## config.mk

```make
export PLATFORM = sky130hd
export DESIGN_NAME = seg_dyn_scan_flat
export DESIGN_NICKNAME = d
export VERILOG_FILES = /design/src/rtl/seg_pkg.sv /design/src/rtl/seg_dyn_scan_if.sv /design/src/rtl/bin2bcd_seq.sv /design/src/rtl/seg_dyn_scan.sv /design/src/flat_wrapper.sv
export SDC_FILE = /design/constraint.sdc
export NUM_CORES = 1
export LEC_CHECK = 0
export BUFFER_PORTS_ARGS = -buffer_cell sky130_fd_sc_hd__clkbuf_2
export CAP_MARGIN = 10
export CORE_ASPECT_RATIO = 0.9
export CORE_UTILIZATION = 56
export CTS_CLUSTER_DIAMETER = 30
export DETAILED_ROUTE_END_ITERATION = 12
export PLACE_DENSITY = 0.7
export SYNTH_ARGS = -nofsm -noshare
export SYNTH_HDL_FRONTEND = slang
export SYNTH_SLANG_ARGS = --single-unit
export TNS_END_PERCENT = 30
```

## constraint.sdc

```tcl
create_clock -name sys_clk -period 6.15 [get_ports sys_clk]
set_input_delay 1.23 -clock sys_clk [delete_from_list [all_inputs] [get_ports sys_clk]]
set_output_delay 1.23 -clock sys_clk [all_outputs]
set_load 0.005 [all_outputs]
```

## src/rtl/seg_pkg.sv

```systemverilog
// -----------------------------------------------------------------------------
// seg_pkg
// Shared definitions for the six-digit dynamic seven-segment display path:
// active-low segment codes (seg[7]=dp, seg[6:0]=g..a), digit count, the
// clamp limit for the binary input and the conversion FSM state type.
// -----------------------------------------------------------------------------
package seg_pkg;

  localparam int DIG_NUM = 6;      // digits on the board, fixed
  localparam int BIN_W   = 20;     // width of the binary value
  localparam int BCD_W   = 4 * DIG_NUM;

  localparam logic [BIN_W-1:0] BIN_MAX    = 20'd999_999;
  localparam logic [4:0]       SHIFT_LAST = 5'd19;  // 20 shift cycles, 0..19

  localparam logic [7:0] SEG_0     = 8'hC0;
  localparam logic [7:0] SEG_1     = 8'hF9;
  localparam logic [7:0] SEG_2     = 8'hA4;
  localparam logic [7:0] SEG_3     = 8'hB0;
  localparam logic [7:0] SEG_4     = 8'h99;
  localparam logic [7:0] SEG_5     = 8'h92;
  localparam logic [7:0] SEG_6     = 8'h82;
  localparam logic [7:0] SEG_7     = 8'hF8;
  localparam logic [7:0] SEG_8     = 8'h80;
  localparam logic [7:0] SEG_9     = 8'h90;
  localparam logic [7:0] SEG_MINUS = 8'hBF;
  localparam logic [7:0] SEG_BLANK = 8'hFF;

  typedef enum logic [1:0] {
    IDLE,
    LOAD,
    SHIFT,
    DONE
  } conv_state_e;

  // Active-low glyph for one BCD digit; non-decimal codes render dark.
  function automatic logic [7:0] seg_of_digit(input logic [3:0] d);
    case (d)
      4'd0:    seg_of_digit = SEG_0;
      4'd1:    seg_of_digit = SEG_1;
      4'd2:    seg_of_digit = SEG_2;
      4'd3:    seg_of_digit = SEG_3;
      4'd4:    seg_of_digit = SEG_4;
      4'd5:    seg_of_digit = SEG_5;
      4'd6:    seg_of_digit = SEG_6;
      4'd7:    seg_of_digit = SEG_7;
      4'd8:    seg_of_digit = SEG_8;
      4'd9:    seg_of_digit = SEG_9;
      default: seg_of_digit = SEG_BLANK;
    endcase
  endfunction

endpackage

```

## src/rtl/seg_dyn_scan_if.sv

```systemverilog
// -----------------------------------------------------------------------------
// seg_dyn_scan_if
// Value bus from the data generator to the display:
//   data   [19:0]  unsigned value to show (clamped to 999999 by the display)
//   point  [5:0]   decimal point enables, bit 0 = rightmost digit
//   sign           1 = show a minus sign
//   seg_en         1 = display on, 0 = all digits dark
// master: producer side, slave: display side.
// -----------------------------------------------------------------------------
interface seg_dyn_scan_if;
  logic [19:0] data;
  logic [5:0]  point;
  logic        sign;
  logic        seg_en;

  modport master (output data, point, sign, seg_en);
  modport slave  (input  data, point, sign, seg_en);
endinterface

```

## src/rtl/bin2bcd_seq.sv

```systemverilog
// -----------------------------------------------------------------------------
// bin2bcd_seq
// Sequential double-dabble converter, 20-bit binary to six BCD nibbles.
// FSM: IDLE -> LOAD -> SHIFT (20 cycles) -> DONE -> IDLE, 23 cycles per pass
// when start is held high.
// Ports:
//   clk, rst_n      clock, synchronous active-low reset
//   start           begin a conversion from IDLE
//   bin_in  [19:0]  value sampled in LOAD (must already be <= 999999)
//   load            high during the LOAD cycle (lets the caller shadow side data)
//   done            high during the DONE cycle; bcd_out is valid then
//   bcd_out [23:0]  result, nibble i = decimal digit i
// -----------------------------------------------------------------------------
module bin2bcd_seq
  import seg_pkg::*;
(
  input  logic             clk,
  input  logic             rst_n,
  input  logic             start,
  input  logic [BIN_W-1:0] bin_in,
  output logic             load,
  output logic             done,
  output logic [BCD_W-1:0] bcd_out
);

  conv_state_e      state_q, state_d;
  logic [BIN_W-1:0] bin_q, bin_d;
  logic [BCD_W-1:0] bcd_q, bcd_d;
  logic [4:0]       cnt_q, cnt_d;

  logic [BCD_W-1:0]       bcd_adj;
  logic [BCD_W+BIN_W-1:0] shifted;

  // Add-3 correction: any nibble >= 5 would overflow past 9 after doubling.
  always_comb begin
    bcd_adj = bcd_q;
    for (int i = 0; i < DIG_NUM; i++) begin
      if (bcd_q[4*i +: 4] >= 4'd5) begin
        bcd_adj[4*i +: 4] = bcd_q[4*i +: 4] + 4'd3;
      end
    end
    shifted = {bcd_adj, bin_q} << 1;
  end

  // NOTE: every output of a combinational block gets a default first so no
  // path through the case leaves it unassigned and infers a latch.
  always_comb begin
    state_d = state_q;
    bin_d   = bin_q;
    bcd_d   = bcd_q;
    cnt_d   = cnt_q;
    case (state_q)
      IDLE: begin
        if (start) state_d = LOAD;
      end
      LOAD: begin
        bin_d   = bin_in;
        bcd_d   = '0;
        cnt_d   = '0;
        state_d = SHIFT;
      end
      SHIFT: begin
        bcd_d = shifted[BCD_W+BIN_W-1:BIN_W];
        bin_d = shifted[BIN_W-1:0];
        cnt_d = cnt_q + 5'd1;
        if (cnt_q == SHIFT_LAST) state_d = DONE;
      end
      DONE: begin
        state_d = IDLE;
      end
      default: state_d = IDLE;
    endcase
  end

  // NOTE: state registers use non-blocking assignments so every flop samples
  // the pre-edge values regardless of statement order.
  always_ff @(posedge clk) begin
    if (!rst_n) begin
      state_q <= IDLE;
      bin_q   <= '0;
      bcd_q   <= '0;
      cnt_q   <= '0;
    end else begin
      state_q <= state_d;
      bin_q   <= bin_d;
      bcd_q   <= bcd_d;
      cnt_q   <= cnt_d;
    end
  end

  assign load    = (state_q == LOAD);
  assign done    = (state_q == DONE);
  assign bcd_out = bcd_q;

endmodule

```

## src/rtl/seg_dyn_scan.sv

```systemverilog
// -----------------------------------------------------------------------------
// seg_dyn_scan
// Six-digit common-anode dynamic seven-segment driver. Converts the value on
// the value bus to BCD continuously, latches each finished conversion into
// display registers and scans one digit per CNT_MAX+1 clock cycles.
// Ports:
//   sys_clk, sys_rst_n  clock, synchronous active-low reset
//   val_if              value bus (data/point/sign/seg_en), slave side
//   sel [5:0]           one-hot digit select, active-high, sel[0] = rightmost
//   seg [7:0]           active-low segment code, seg[7]=dp, 8'hFF = blank
// Build option: SEG_ZERO_BLANK_EN enables leading-zero blanking with the minus
// sign placed just left of the most significant shown digit; without it all
// six digits are shown and the minus replaces digit 5 only when it is zero.
// -----------------------------------------------------------------------------
module seg_dyn_scan
  import seg_pkg::*;
#(
  parameter logic [15:0] CNT_MAX = 16'd49_999
) (
  input  logic              sys_clk,
  input  logic              sys_rst_n,
  seg_dyn_scan_if.slave     val_if,
  output logic [5:0]        sel,
  output logic [7:0]        seg
);

  // ---------------- conversion ----------------
  logic [BIN_W-1:0] data_clamped;
  logic             bcd_load;
  logic             bcd_done;
  logic [BCD_W-1:0] bcd_value;

  assign data_clamped = (val_if.data > BIN_MAX) ? BIN_MAX : val_if.data;

  bin2bcd_seq u_bin2bcd (
    .clk     (sys_clk),
    .rst_n   (sys_rst_n),
    .start   (1'b1),
    .bin_in  (data_clamped),
    .load    (bcd_load),
    .done    (bcd_done),
    .bcd_out (bcd_value)
  );

  // Shadow point/sign alongside the value so a displayed frame is coherent.
  logic [5:0]       point_sh_q, point_sh_d;
  logic             sign_sh_q,  sign_sh_d;
  logic [BCD_W-1:0] disp_bcd_q,   disp_bcd_d;
  logic [5:0]       disp_point_q, disp_point_d;
  logic             disp_sign_q,  disp_sign_d;
  logic             disp_valid_q, disp_valid_d;

  always_comb begin
    point_sh_d   = point_sh_q;
    sign_sh_d    = sign_sh_q;
    disp_bcd_d   = disp_bcd_q;
    disp_point_d = disp_point_q;
    disp_sign_d  = disp_sign_q;
    disp_valid_d = disp_valid_q;
    if (bcd_load) begin
      point_sh_d = val_if.point;
      sign_sh_d  = val_if.sign;
    end
    if (bcd_done) begin
      disp_bcd_d   = bcd_value;
      disp_point_d = point_sh_q;
      disp_sign_d  = sign_sh_q;
      disp_valid_d = 1'b1;
    end
  end

  // ---------------- digit codes ----------------
  logic [5:0] blank;      // digit is a suppressed leading zero
  logic [5:0] minus_pos;  // digit shows the minus sign
  logic [7:0] dig_code [DIG_NUM];

  always_comb begin : blank_map
`ifdef SEG_ZERO_BLANK_EN
    logic above_zero;  // this digit and all digits to its left are zero
`endif
    blank     = '0;
    minus_pos = '0;
`ifdef SEG_ZERO_BLANK_EN
    above_zero = 1'b1;
    for (int i = DIG_NUM - 1; i >= 1; i--) begin
      above_zero = above_zero & (disp_bcd_q[4*i +: 4] == 4'd0);
      blank[i]   = above_zero;
    end
    // Lowest blanked digit sits just left of the most significant shown one;
    // with no blanked digit the minus has nowhere to go and is dropped.
    if (disp_sign_q) minus_pos = blank & ~{blank[DIG_NUM-2:0], 1'b0};
`else
    if (disp_sign_q && (disp_bcd_q[BCD_W-1 -: 4] == 4'd0)) minus_pos[DIG_NUM-1] = 1'b1;
`endif
  end

  always_comb begin : code_map
    for (int i = 0; i < DIG_NUM; i++) begin
      if (minus_pos[i])  dig_code[i] = SEG_MINUS;
      else if (blank[i]) dig_code[i] = SEG_BLANK;
      else               dig_code[i] = seg_of_digit(disp_bcd_q[4*i +: 4]);
      // dp lights even on blanked or minus digits
      if (disp_point_q[i]) dig_code[i][7] = 1'b0;
    end
  end

  // ---------------- scan ----------------
  logic [15:0] cnt_q, cnt_d;
  logic [2:0]  idx_q, idx_d;
  logic [5:0]  sel_q, sel_d;
  logic [7:0]  seg_q, seg_d;
  logic        cnt_wrap;

  always_comb begin : scan_next
    cnt_wrap = (cnt_q == CNT_MAX);
    cnt_d    = cnt_wrap ? 16'd0 : cnt_q + 16'd1;
    idx_d    = idx_q;
    if (cnt_wrap) idx_d = (idx_q == 3'(DIG_NUM - 1)) ? 3'd0 : idx_q + 3'd1;
  end

  // Outputs are built from the next index so sel and seg flip on the same
  // edge as the index itself.
  always_comb begin : out_next
    sel_d = '0;
    seg_d = SEG_BLANK;
    if (val_if.seg_en && disp_valid_q) begin
      sel_d = 6'b000001 << idx_d;
      seg_d = dig_code[idx_d];
    end
  end

  // NOTE: the display registers are a handful of flops, not a RAM, so they
  // are reset with everything else; a reset mid-conversion leaves them dark.
  always_ff @(posedge sys_clk) begin
    if (!sys_rst_n) begin
      point_sh_q   <= '0;
      sign_sh_q    <= 1'b0;
      disp_bcd_q   <= '0;
      disp_point_q <= '0;
      disp_sign_q  <= 1'b0;
      disp_valid_q <= 1'b0;
      cnt_q        <= '0;
      idx_q        <= '0;
      sel_q        <= '0;
      seg_q        <= SEG_BLANK;
    end else begin
      point_sh_q   <= point_sh_d;
      sign_sh_q    <= sign_sh_d;
      disp_bcd_q   <= disp_bcd_d;
      disp_point_q <= disp_point_d;
      disp_sign_q  <= disp_sign_d;
      disp_valid_q <= disp_valid_d;
      cnt_q        <= cnt_d;
      idx_q        <= idx_d;
      sel_q        <= sel_d;
      seg_q        <= seg_d;
    end
  end

  assign sel = sel_q;
  assign seg = seg_q;

endmodule

```

## src/flat_wrapper.sv

```systemverilog
// flat-port wrapper written by rule: the top's interface ports become plain ports
module seg_dyn_scan_flat import seg_pkg::*;
#(
  parameter logic [15:0] CNT_MAX = 16'd49_999
)
  (sys_clk, sys_rst_n, sel, seg, val_if_data, val_if_point, val_if_sign, val_if_seg_en);
  seg_dyn_scan_if val_if_i ();
  input  logic sys_clk;
  input  logic sys_rst_n;
  output logic [5:0] sel;
  output logic [7:0] seg;
  input wire logic [$bits(val_if_i.data)-1:0] val_if_data;
  input wire logic [$bits(val_if_i.point)-1:0] val_if_point;
  input wire logic [$bits(val_if_i.sign)-1:0] val_if_sign;
  input wire logic [$bits(val_if_i.seg_en)-1:0] val_if_seg_en;
  assign val_if_i.data = val_if_data;
  assign val_if_i.point = val_if_point;
  assign val_if_i.sign = val_if_sign;
  assign val_if_i.seg_en = val_if_seg_en;
  seg_dyn_scan #(.CNT_MAX(CNT_MAX)) u_core (.sys_clk(sys_clk), .sys_rst_n(sys_rst_n), .val_if(val_if_i), .sel(sel), .seg(seg));
endmodule
```

==> results of run 1 <==
==> where the power goes <==
group / switching [mW] / total [mW] / internal (mW)
sequential: 0.0497 / 1.20 / 1.15
clock: 0.436 / 1.17 / 0.734
combinational: 0.261 / 0.416 / 0.155
total: 0.746 / 2.79 / 2.04
==> area by class of cell <==
cell class                      count  area, um2
Fill cell                        1204       5060
Multi-Input combinational cell    649       4420
Sequential cell                   165       3300
Clock buffer                       21        450
Timing Repair Buffer               48        253
Tap cell                          193        241
Clock inverter                     11        199
Inverter                           47        176
==> worst min-delay path: stages, from the launching register on <==
cell	delay (ns)
dfxtp_1	0.31
nand2_1	0.05
a21boi_0	0.06
==> flip-flops by register name, indices dropped and copies added, names as in the netlist, 2 cells and up, named ones only <==
signal                    cells
u_core.u_bin2bcd.bin_q       20
u_core.sel                    6
u_core.idx_q                  3
u_core.point_sh_q             6
u_core.cnt_q                 16
u_core.disp_point_q           6
u_core.seg                    8
u_core.u_bin2bcd.bcd_out     24
u_core.u_bin2bcd.cnt_q        5
u_core.u_bin2bcd.state_q      2
u_core.disp_bcd_q            24
u_core.dig_code              35
==> synthesized netlist by cell type (4+ instances only) <==
| cell | count |
|---|---|
| or3_1 | 9 |
| dfxtp_1 | 165 |
| a21boi_0 | 8 |
| nand2_1 | 88 |
| o22ai_1 | 8 |
| nand2b_1 | 6 |
| ha_1 | 48 |
| nor4_1 | 4 |
| and3_1 | 4 |
| buf_2 | 5 |
| nand3_1 | 27 |
| nor2_1 | 53 |
| a21oi_1 | 75 |
| xor2_1 | 15 |
| nor3_1 | 12 |
| o221ai_1 | 7 |
| o31ai_1 | 10 |
| a22o_1 | 13 |
| clkbuf_1 | 37 |
| o311ai_0 | 6 |
| nor2b_1 | 43 |
| a2111oi_0 | 4 |
| o32ai_1 | 5 |
| buf_1 | 6 |
| and2_1 | 34 |
| mux2_2 | 19 |
| o2bb2ai_1 | 13 |
| nand4_1 | 6 |
| inv_1 | 46 |
| xnor2_1 | 11 |
| a211oi_1 | 5 |
| o21ai_0 | 33 |
| mux2i_1 | 45 |
| a31oi_1 | 4 |
| o21a_1 | 4 |
| a32oi_1 | 6 |
| o211a_1 | 5 |
==> cell families (layout without fill, tap and decap cells) <==
kind of cell             count (synthesis)  in the layout  share of synthesized area
multiplexers                            64             64                     0.0818
adder cells (fa/ha/maj)                 48             48                     0.0739
flip-flops                             165            165                      0.407
AND/OR/NAND/NOR                        296            296                      0.183
buffers and inverters                   98            127                     0.0488
AO/OA/AOI/OAI                          214            214                      0.175
XOR/XNOR                                27             27                     0.0314
==> metrics by stage <==
| step | util | setup slack, ns | hold slack, ns |
|---|---|---|---|
| finish | 0.641 | 3.14 | 0.473 |
| global route | 0.641 | 2.87 | 0.495 |
| CTS | 0.641 | 3.15 | 0.476 |
| detailed placement | 0.595 | 2.86 | 0.467 |
| global placement | 0.595 | 2.94 | 0.449 |
| floorplan | - | 3.50 | 0.430 |
==> per-layer routing <==
metal	vias to the layer above	global-route usage	wire length, um
li1	3221	-	-
met1	3055	0.327	8540
met2	100	0.408	8100
met3	23	0.0458	558
met4	0	0.0761	255
met5	-	0	0
==> worst max-delay path by stage <==
stage	startpoint	to	cells past startpoint
after global routing	u_core.u_bin2bcd.state_q[0]	u_core.u_bin2bcd.bcd_out[3]	6
after floorplan	sys_rst_n	flop	7
final	u_core.u_bin2bcd.state_q[0]	u_core.u_bin2bcd.bcd_out[11]	6
after global placement	sys_rst_n	flop	7
after detailed placement	sys_rst_n	u_core.dig_code[43]	7
after CTS	u_core.u_bin2bcd.state_q[0]	u_core.u_bin2bcd.bcd_out[11]	6
==> results list, run 1 <==
* Number of violations of the max-capacitance limit: 0
* Relative slew margins: 0.295
- The clock period could shrink to 3.01 ns.
- Largest net degree at the start of global routing: 110
* Depth of the CTS H-tree: 4
- Grt ovf: 0
- Summing over every cut layer, the via total after detailed routing is 6399.
* Antenna fix cells: 0
* Setup repair after global routing missed its margin: false
* Maximum fanout along the worst path: 22
- In the final layout, the share of cells above drive strength 1 is 0.109.
* Net count, final: 1006
- The tightest min-delay check is of the reg -> reg type.
- After the first detailed-routing iteration, the DRC count stood at about 430.
* Number of sinks on the clock net: around 170
- IR analysis of the VDD net gives a maximum drop of 0.000261 V.
* Antenna violations before repair: 0
- Number of port buffers: 43
* Crit-path max cell delay: about 0.95 ns
* Height of the die: between 100 and 150 um
- Remaining antenna violation count: 0
- 44 I/O pins were placed.
* Leakage power total: 3.70 nW
- Counting every net in the synthesized netlist gives between 900 and 1000.
* Crit-path leading delay family: simple AND/OR/NAND/NOR gates
- Fmax: 333 MHz
- Most common library cell in the layout ignoring fill and taps: dfxtp_1
* Clock root buffer: clkbuf_16
* Die Footprint: 0.0150 mm2
- Clock-pin slew was measured on the worst setup and hold paths at 0.06 ns.
- STA classifies the critical path endpoint as a flop.
- Cell area after placement: roughly 0.0084 mm2
- Origin of the worst min-delay path: u_core.u_bin2bcd.bin_q[9]
- Run status: completed
* Measured slew at the worst slew-check pin: 1.05 ns
* Top FF cell, synth: dfxtp_1
- Worst path bufs/invs: 2
* Instance count of the mapped netlist: 912
- Required time reported for the critical path endpoint: 6.51 ns
- The mapped netlist covers 0.00812 mm2.
- Final Total Pwr: 2.79 mW
- The cell that appears most often on the critical path is inv_1.
- Beginning of the worst register-to-register path: u_core.u_bin2bcd.state_q[0]
- Clock network latency to the later pin of the worst-skew pair: between 0.4 and 0.5 ns
- The initial utilization of the core area, before any placement, comes to 0.576.
* Final weighted congestion of routability-driven global placement: 0.912
- Of the synthesized area, sequential elements account for 0.407.
- Growth of design area from synthesis to finish: 11.4%
- For this run, the number of Yosys warnings is 0.
- Maximum number of buffers from clock root to sink: 2
* Total Wirelength: 17500 um
- Cts hold-fix bufs: 0
* Ordered cell list for the critical path: inv_1 > ha_1 > inv_1 > nor2_1 > a32oi_1 > nor2b_1
- CTS tree: yes
- Cell Pwr Density: 308 mW/mm2
- In this run, CTS created clock tree buffers numbering 17.
* Core box area: 0.0141 mm2
- The synthesized design contains 165 register bits.
- Along the worst hold path, the cell count comes to 2.
- In this run the register-to-register setup slack is about 3.1 ns.
- GR Util All Layers: 0.246
* CP max stage cell: nor2_1
- For this run, the detailed router's first-pass iteration total came to 5.
* Critical Path Start Type: flop
- The number of pins exceeding their max-slew limit in the final report came to 0.
* Number of setup violations in the final report: 0
* Leading cell types in the layout, fill and taps excluded: dfxtp_1, nand2_1, a21oi_1
* Post-Syn Area per Cell: 8.91 um2
- Hold Fails Final Rpt: 0
- Part of the cycle the worst path needs: 0.489
- Once the clock tree was built, the setup fixing pass inserted 0 buffers.
- Sorting the synthesized cells by area gives the leading types as dfxtp_1, ha_1, mux2i_1.
- Number of gates resized after CTS: 0
* R2R cell count: 6
- On the final layout, the worst clock skew is between 0.007 and 0.008 ns.
- STA puts the critical path data arrival time at 3.37 ns.
- Counting flops with a built-in enable in the synthesized netlist gives 0.
* Horiz. Die Dim: between 100 and 150 um
- In this run the critical register-to-register path is captured at u_core.u_bin2bcd.bcd_out[11].
* Hpwl dp: 12200 um
- For hold timing, the worst endpoint is u_core.u_bin2bcd.bin_q[9].
- After detailed routing, the number of vias per cell comes to 5.64.
* Setup TNS after final layout: 0 ns
- The finished layout holds 1134 standard cells, fillers aside.
- Number of rows created at floorplan: 41
* Largest area contributor in the synthesized netlist: dfxtp_1
- First-pass GRT wire length: 29100 um
* Share of the synthesized area in the top cell type: 0.407
* Total non-filler cell area in the finished layout: 0.00904 mm2
* Via count of the first global-routing pass: 6049
- Routed wire length per instance: 15.4 um
- Proportion of synthesized flip-flops having asynchronous set or reset: 0
- By startpoint and endpoint, the worst setup path is classified as reg -> reg.
* Post-synth cell types: 55
- Drt drc: 0
* Number of instances in the placed design: 1102
(Power assumes the default switching activity.)
==> run 2, diff against run 1 <==
Settings changed: ABC_AREA set to 1.
Clock period 6.15 ns to 2.8 ns, I/O delays scaled along.
==> results list, run 2 <==
- The flow ran to the end, and the final reports show no timing, DRC or antenna violations.
- The power density normalized to cell area was 788 mW/mm2 (+160%).
- Beginning of the worst register-to-register path: u_core.u_bin2bcd.state_q[1]
* Net count, final: 1212 (+20%)
- The number of pins exceeding their max-slew limit in the final report is 0 (unchanged).
* Relative slew margins: 0.525 (+0.230)
- Final Total Pwr: 7.03 mW (+150%)
- Number of violations of the max-capacitance limit: 0 (unchanged)
- The fraction of layout instances using a drive strength above 1 came to 0.111 (+0.00127).
- Walking the worst path, the cells encountered are ha_1 > buf_4 > nor2_1 > nor3_1 > inv_1 > ha_1 > o21ai_0 > o21ai_0.
- Growth of design area from synthesis to finish: 11.8%
- Total of warnings raised by yosys: 0 (unchanged)
* Leading cell types in the layout, fill and taps excluded: nand2_1, dfxtp_1, inv_1
- Crit-path max cell delay: 0.41 ns (-0.54 ns)
- The number of enable flip-flop cells after synthesis was 0 (unchanged).
* GR Util All Layers: 0.228 (-0.0177)
- Setup repair after global routing left no endpoint under its margin.
* Horiz. Die Dim: 128 um (-0.85%)
* Most common library cell in the layout ignoring fill and taps: nand2_1
* IR Drop Worst-Case VDD: 0.000509 V (+95%)
* Largest net degree at the start of global routing: 37 (-66%)
- Number of port buffers: 43 (unchanged)
- Number of buffers added by the clock tree synthesis step: 17 (unchanged)
* Detailed router's first-iteration violation count: 433 (+0.46%)
- The highest attainable clock frequency was 405 MHz (+22%).
* Number of setup violations in the final report: 0 (unchanged)
- Detailed-router iteration count before antenna repair: 5 (unchanged)
* Fraction of the mapped netlist area in adder cells: 0.0752 (+0.00129)
- The post-synthesis cell area was 0.00798 mm2 (-1.7%).
- TritonCTS built the clock tree.
- The routability-driven placement congestion ratio came to 0.831 (-8.9%).
- In this run the worst hold path is classified as in -> reg.
* Number of instances in the placed design: 1308 (+19%)
- Reg2Reg Setup Slack: 0.33 ns (-2.81 ns)
- The area of the die is 0.0147 mm2 (-1.7%).
* Largest area contributor in the synthesized netlist: dfxtp_1
- The deepest level of the CTS H-tree is 4 (unchanged).
- The clock sink count was 165 (unchanged).
* Top FF cell, synth: dfxtp_1
- nand2_1 is the most common cell in the netlist.
- The critical path arrival is 2.75 ns (-0.62 ns).
* Routed wire length per instance: 11.8 um (-23%)
* Leading post-synthesis cells by instance count: nand2_1, dfxtp_1, inv_1
- The area share of the largest cell type after synthesis is 0.414 (+0.00708).
- The number of nets still failing antenna checks after routing is 0 (unchanged).
- Worst Hold Depth: 3 (+1)
- Simple-gate share of the synthesized area: 0.277 (+0.0939)
* Grt ovf: 0 (unchanged)
* Antenna fix cells: 0 (unchanged)
- Crit Path Category: reg -> reg
* Fin Clk Skew: 0.00879 ns (+0.000878 ns)
- Instance count of the mapped netlist: 1095 (+20%)
* Via count of the first global-routing pass: 5909 (-2.3%)
- Startpoint of the worst setup timing path: u_core.u_bin2bcd.state_q[1]
- Number of setup buffers added after CTS: 0 (unchanged)
- STA classifies the critical path startpoint as a flop.
- The number of failing hold endpoints at the final stage came to 0 (unchanged).
- The slowest stage of the critical path belongs to the cell nor3_1.
- Non-filler cells in the finished layout: 1340 (+18%)
- Initial Utilization: 0.572 (-0.00360)
* Part of the cycle the worst path needs: 0.882 (+0.393)
- Drt via density: 4.95 (-12%)
- Drt drc: 0 (unchanged)
* Cts hold-fix bufs: 0 (unchanged)
* Clock edge transition at the registers on the reported setup and hold paths: 0.07 ns (about the same)
* R2R cell count: 8 (+2)
- The leakage power total was 3.75 nW (+1.3%).
- The floorplan die height came to 115 um (-0.84%).
* Antenna violations before repair: 0 (unchanged)
* Origin of the worst min-delay path: val_if_point[2]
* Maximum number of buffers from clock root to sink: 2 (unchanged)
- Worst reg2reg path endpoint: u_core.dig_code[16]
- Flip-flop count of the largest register, all copies and words added: 35 (unchanged)
* Post-Syn Area per Cell: 7.29 um2 (-18%)
- The placed wire-length estimate after detailed placement was 11000 um (-9.7%).
- The final critical path time including I/O delays and setup was 2.47 ns (-0.538 ns).
- Number of gates resized after CTS: 0 (unchanged)
* Number of rows created at floorplan: 41 (unchanged)
* Core box area: 0.0140 mm2 (-1.1%)
* Worst Setup End Kind: flop
* Maximum fanout along the worst path: 24 (+9.1%)
* Share of synthesized area occupied by flip-flops and latches: 0.414 (+0.00708)
- Largest family of logic cells by synthesized area: simple AND/OR/NAND/NOR gates
* XOR/XNOR share of the synthesized area: 0.00987 (-0.0216)
- The setup TNS after final layout came to 0 ns (unchanged).
* Required time reported for the critical path endpoint: 3.08 ns (-3.43 ns)
* Clock root buffer: clkbuf_16
* Net count after synthesis: 1173 (+18%)
- The global-route wire length before repair is 26900 um (-7.5%).
- The pin slew with the least headroom to its limit came to 0.712 ns (-0.342 ns).
- Multiplexer fraction of the synthesized cell area: 0 (-0.0818)
- Total Wirelength: 15900 um (-9.2%)
- The tightest hold margin was 0.358 ns (-0.115 ns).
* Clock network latency to the later pin of the worst-skew pair: 0.42 ns (about the same)
* Boundary pin count: 44 (unchanged)
- Routed vias: 6629 (+3.6%)
- #FFs+latches synth: 165 (unchanged)
* Compound-Gate Fraction of Synth Area: 0.120 (-0.0543)
- The worst hold path terminates at u_core.point_sh_q[2].
* Post-synth cell types: 42 (-24%)
* Proportion of synthesized flip-flops having asynchronous set or reset: 0 (unchanged)
- By area the synthesized netlist is led by dfxtp_1, nand2_1, inv_1.
[run 2: worst max-delay path by stage]
stage               slack (ns)                   to  cells past startpoint
detailed placement        0.32  u_core.dig_code[19]                      8
CTS                       0.28  u_core.dig_code[16]                      8
finish                    0.33  u_core.dig_code[16]                      8
global placement          0.46                 flop                      8
global route              0.03  u_core.dig_code[43]                      8
floorplan                 0.69  u_core.dig_code[32]                      8
[run 2: kinds of logic (layout without fill, tap and decap cells)]
family,count (synthesis),count (layout)
xor gates and xnor gates,9,9
and+or+nand+nor,479,479
AOI/OAI and AO/OA,182,182
DFF,165,165
buffers and inverters,212,264
adders and majority gates,48,48
[run 2: final cells by class]
class	instances	area, um2
tap	193	241
clock buffer	20	457
multi-input combinational	718	3850
clock inverter	12	104
fill	1285	5030
timing repair buffer	55	305
sequential	165	3300
inverter	177	664
[run 2: routing by layer]
| layer | track usage | wire, um | vias to the layer above |
|---|---|---|---|
| met5 | 0 | 0 | - |
| met4 | 0.0729 | 140 | 0 |
| met3 | 0.0526 | 582 | 13 |
| met2 | 0.347 | 6700 | 124 |
| met1 | 0.321 | 8430 | 2900 |
| li1 | - | - | 3592 |
[run 2: through the flow]
stage / instance area [um2] / utilization / worst slack [ns]
6_report: 8920 / 0.639 / 0.332
3_5_place_dp: 8360 / 0.599 / 0.324
4_1_cts: 8920 / 0.639 / 0.280
3_3_place_gp: 8360 / 0.599 / 0.461
5_1_grt: 8920 / 0.639 / 0.0259
2_1_floorplan: 7980 / - / 0.690
[run 2: critical path, delay by kind of cell, from the launching register on]
kind	cells	cell delay (ns)
fa+ha+maj	2	0.61
buf+inv	2	0.54
simple gates	2	0.52
flops	1	0.36
compound gates	2	0.30
[run 2: power by group]
group / total, mW / leakage [nW] / internal [mW] / switching [mW]
clock network: 2.20 / 0.272 / 1.27 / 0.931
registers: 2.99 / 1.34 / 2.83 / 0.161
logic: 1.84 / 2.13 / 0.629 / 1.22
